===== src/rtl/wb_arb2_wdt.sv =====
// Two-master Wishbone arbiter with round-robin grant held for the whole cycle,
// plus a watchdog that aborts an unanswered strobe with a bus error.
//
// state | meaning
// IDLE  | no master owns the slave; s_* outputs held at 0
// GNT0  | master 0 owns the slave until m0_cyc_i drops
// GNT1  | master 1 owns the slave until m1_cyc_i drops
module wb_arb2_wdt #(
    parameter int TO_W    = 8,
    parameter int TIMEOUT = 255
) (
    input  logic        clk_i,
    input  logic        rst_i,
    input  logic [31:0] m0_adr_i,
    input  logic [31:0] m0_dat_i,
    input  logic [3:0]  m0_sel_i,
    input  logic        m0_we_i,
    input  logic        m0_cyc_i,
    input  logic        m0_stb_i,
    output logic [31:0] m0_dat_o,
    output logic        m0_ack_o,
    output logic        m0_err_o,
    output logic        m0_rty_o,
    input  logic [31:0] m1_adr_i,
    input  logic [31:0] m1_dat_i,
    input  logic [3:0]  m1_sel_i,
    input  logic        m1_we_i,
    input  logic        m1_cyc_i,
    input  logic        m1_stb_i,
    output logic [31:0] m1_dat_o,
    output logic        m1_ack_o,
    output logic        m1_err_o,
    output logic        m1_rty_o,
    output logic [31:0] s_adr_o,
    output logic [31:0] s_dat_o,
    output logic [3:0]  s_sel_o,
    output logic        s_we_o,
    output logic        s_cyc_o,
    output logic        s_stb_o,
    input  logic [31:0] s_dat_i,
    input  logic        s_ack_i,
    input  logic        s_err_i,
    input  logic        s_rty_i,
    output logic [1:0]  gnt_o,
    output logic        to_o
);

    typedef enum logic [1:0] {
        IDLE = 2'd0,
        GNT0 = 2'd1,
        GNT1 = 2'd2
    } state_t;

    localparam logic [TO_W-1:0] TO_LAST = TO_W'(TIMEOUT - 1);
    localparam bit              WDT_EN  = (TIMEOUT != 0);

    state_t          state;
    logic            last;
    logic [TO_W-1:0] cnt;

    logic granted;
    logic sel1;
    logic cur_cyc;
    logic cur_stb;
    logic term;
    logic abort;

    always_comb begin
        granted = (state != IDLE);
        sel1    = (state == GNT1);
        cur_cyc = granted & (sel1 ? m1_cyc_i : m0_cyc_i);
        cur_stb = granted & (sel1 ? m1_stb_i : m0_stb_i);
        term    = s_ack_i | s_err_i | s_rty_i;
        // a slave termination in the same cycle always beats the watchdog
        abort   = WDT_EN & cur_cyc & cur_stb & ~term & (cnt == TO_LAST);
    end

    always_comb begin
        s_adr_o = 32'd0;
        s_dat_o = 32'd0;
        s_sel_o = 4'd0;
        s_we_o  = 1'b0;
        if (granted) begin
            s_adr_o = sel1 ? m1_adr_i : m0_adr_i;
            s_dat_o = sel1 ? m1_dat_i : m0_dat_i;
            s_sel_o = sel1 ? m1_sel_i : m0_sel_i;
            s_we_o  = sel1 ? m1_we_i  : m0_we_i;
        end
        s_cyc_o  = cur_cyc & ~abort;
        s_stb_o  = cur_stb & ~abort;

        m0_dat_o = s_dat_i;
        m1_dat_o = s_dat_i;
        m0_ack_o = (state == GNT0) & s_ack_i;
        m0_err_o = (state == GNT0) & (s_err_i | abort);
        m0_rty_o = (state == GNT0) & s_rty_i;
        m1_ack_o = (state == GNT1) & s_ack_i;
        m1_err_o = (state == GNT1) & (s_err_i | abort);
        m1_rty_o = (state == GNT1) & s_rty_i;

        gnt_o    = {state == GNT1, state == GNT0};
        to_o     = abort;
    end

    always_ff @(posedge clk_i or posedge rst_i) begin
        if (rst_i) begin
            state <= IDLE;
            last  <= 1'b1;
            cnt   <= '0;
        end else begin
            // a dropped cyc also covers the clear on every grant change
            if (!(cur_cyc && cur_stb) || term || abort) begin
                cnt <= '0;
            end else if (cnt != '1) begin
                cnt <= cnt + TO_W'(1);
            end

            case (state)
                IDLE: begin
                    if (m0_cyc_i && m1_cyc_i) begin
                        state <= last ? GNT0 : GNT1;
                    end else if (m0_cyc_i) begin
                        state <= GNT0;
                    end else if (m1_cyc_i) begin
                        state <= GNT1;
                    end
                end
                GNT0: begin
                    if (!m0_cyc_i) begin
                        last  <= 1'b0;
                        state <= m1_cyc_i ? GNT1 : IDLE;
                    end
                end
                GNT1: begin
                    if (!m1_cyc_i) begin
                        last  <= 1'b1;
                        state <= m0_cyc_i ? GNT0 : IDLE;
                    end
                end
                default: state <= IDLE;
            endcase
        end
    end

endmodule


===== config.mk =====
export PLATFORM = sky130hd
export DESIGN_NAME = wb_arb2_wdt
export DESIGN_NICKNAME = d
export VERILOG_FILES = /design/src/rtl/wb_arb2_wdt.sv
export SDC_FILE = /design/constraint.sdc
export NUM_CORES = 1
export LEC_CHECK = 0
export ABC_AREA = 1
export BUFFER_PORTS_ARGS = -buffer_cell sky130_fd_sc_hd__buf_2
export CAP_MARGIN = 20
export CORE_AREA = 2 2 127 129
export CTS_BUF_LIST = sky130_fd_sc_hd__clkbuf_2 sky130_fd_sc_hd__clkbuf_4 sky130_fd_sc_hd__clkbuf_8
export DETAILED_ROUTE_END_ITERATION = 8
export DIE_AREA = 0 0 129 131
export GPL_ROUTABILITY_DRIVEN = 0
export PLACE_DENSITY = 0.47
export SYNTH_ARGS = -nofsm -noshare
export SYNTH_HDL_FRONTEND = slang
export SYNTH_SLANG_ARGS = --single-unit

===== constraint.sdc =====
create_clock -name clk_i -period 3.7 [get_ports clk_i]
set_input_delay 0.74 -clock clk_i [delete_from_list [all_inputs] [get_ports clk_i]]
set_output_delay 0.74 -clock clk_i [all_outputs]
set_load 0.1 [all_outputs]

==> results.cfg <==
[clocking]
clock-root-buffer = clkbuf_8
cts.path.max_buffers = 2
insertion_delay_ns = 0.24
hold_buffers = 0
post_cts_resized = 0
htreeDepth = 1
cts_tree = yes
cts_made_buffers = 3
clk_pin_slew_ns = 0.06
cts.sinks = 11
cts_setup_buffers = 0

[yosys]
synth_cell_type_count = 27
ys_ff_latch = 11
synth_area_leaders = a22o_1, buf_4, dfrtp_1
yosysWarnings = 0
synthesis.nets = 437
synth_largest_area_cell = a22o_1
synth_top_area_frac = 0.3124
ys_seq_area_frac = 0.1429
syn_area_per_cell_um2 = 7.556
synthCells = 256
synth_area_um2 = 1934

[layout]
layout-drive-gt1-share = 0.6161
fill_cells = 1788
insertedDiodeCount = 0
nets = 591
final_cell_mix = buf_2, a22o_1, nand2_1
multi_input_area_um2 = 1022
final_common_cell = buf_2
area_growth_pct = 48.19
register_area_um2 = 277.8

[die]
dieHeight_um = 131
core_um2 = 15600
start_util = 0.1240
pin_count = 323
die_area_um2 = 16900
std_cell_rows = 46
dieWidth_um = 129

[critical_path]
crit_fanout = 30
endpoint_kind = primary output
start_kind = flip-flop
arrival_ns = 2.21
crit_required_ns = 2.96
regToRegSetupSlack_ns = 2.14
crit_type = reg -> out

[sta]
setup_violations = 0
fin_crit_sh = 0.7978
slew_violations = 0
maxSlewHeadroom = 0.6012
final.min_clock_period_ns = 2.952
timing.fmax_ghz = 0.3388
worst_pin_slew_ns = 0.6024
hold_viol_final = 0
setup_tns_ns = 0
finClkSkew_ns = 0.01255
rsz0062_at_grt = false

[global_routing]
grt_max_degree = 46
antenna_found_initial = 1
grt_pass1_wl_um = 13350
overflow = 0
grt_pass1_vias = 2068
grt_util_all_layers = 0.1087

[outcome]
outcome = completed

[drt]
drc_errors = 0
routed_wl_um = 10660
wire_per_inst_um = 17.06
drt-vias-per-instance = 3.814
drt_pass1_iterations = 4
ant_nets = 0
drt_iter0_drc = 89
vias = 2384

[hold_path]
min_path_type = in -> async

[place]
dpl.hpwl_um = 9272
numPortBuffers = 226

[run]
drv_cap = 0
[layout make-up]
type / instances / area share
Tap cell: 216 / 0.09428
Inverter: 22 / 0.02924
Clock inverter: 1 / 0.001746
Multi-Input combinational cell: 143 / 0.3566
Timing Repair Buffer: 229 / 0.4068
Clock buffer: 3 / 0.01440
Sequential cell: 11 / 0.09690
[routing by layer]
layer	part of all wire	GRT usage	routed length (um)
met1	0.40	0.1346	4279
met2	0.50	0.1955	5371
met3	0.091	0.02728	970
met4	0.0038	0.01471	40
met5	0	0	0
[state kept, by name, indices dropped and copies added (netlist names)]
register,flops
last,1
state,2
cnt,8
[worst paths after layout]
check	cells past startpoint	end	from
max in group asynchronous	2	state[0]$_DFFE_PP0P_	rst_i
max reg2reg	5	cnt[7]$_DFFE_PP0P_	state[0]$_DFFE_PP0P_
min	2	cnt[5]$_DFFE_PP0P_	rst_i
max	6	m1_err_o	state[0]$_DFFE_PP0P_
min reg2reg	2	last$_DFFE_PP1P_	last$_DFFE_PP1P_
min in group clk_i	2	last$_DFFE_PP1P_	last$_DFFE_PP1P_
[critical path, cell delays in order, from the launching register on]
cell,delay [ns]
dfrtp_2,0.48
nor2_8,0.40
nand2_1,0.18
nand2_2,0.15
nand3_2,0.16
a21oi_1,0.17
buf_2,0.44
[kinds of logic after synthesis]
family,after synthesis,synth area share
flip-flops,11,0.1430
buffers and inverters,102,0.3344
AO/OA/AOI/OAI,81,0.3551
XOR/XNOR,1,0.004529
adder cells (fa/ha/maj),2,0.01293
AND/OR/NAND/NOR,59,0.1501
[through the flow]
| step | area [um^2] | cells | util | hold WS (ns) | setup slack (ns) |
|---|---|---|---|---|---|
| 6_report | 2867 | 625 | 0.1838 | 0.4949 | 0.7483 |
| 5_1_grt | 2867 | 625 | 0.1838 | 0.5364 | 0.5806 |
| 4_1_cts | 2867 | 625 | 0.1838 | 0.5123 | 0.7043 |
| 3_5_place_dp | 2820 | 621 | 0.1808 | 0.5063 | 0.8227 |
| 3_3_place_gp | 2820 | 621 | 0.1808 | 0.5170 | 0.8484 |
| 2_1_floorplan | 1946 | 256 | - | 0.4813 | 0.2696 |
[synthesized netlist by cell type, drive strengths merged]
| cell type | number |
|---|---|
| buf | 75 |
| a21oi | 5 |
| nand2 | 23 |
| clkbuf | 5 |
| inv | 21 |
| nand4 | 4 |
| o22ai | 1 |
| nor2 | 20 |
| ha | 2 |
| dfrtp | 10 |
| nand3 | 12 |
| o31ai | 1 |
| a22o | 69 |
| xor2 | 1 |
| dfstp | 1 |
| o21ai | 5 |
| clkinv | 1 |
Power is left out: the tool's default activity adds up to more than one toggle a clock period on the data nets, which glitch-free logic cannot reach.
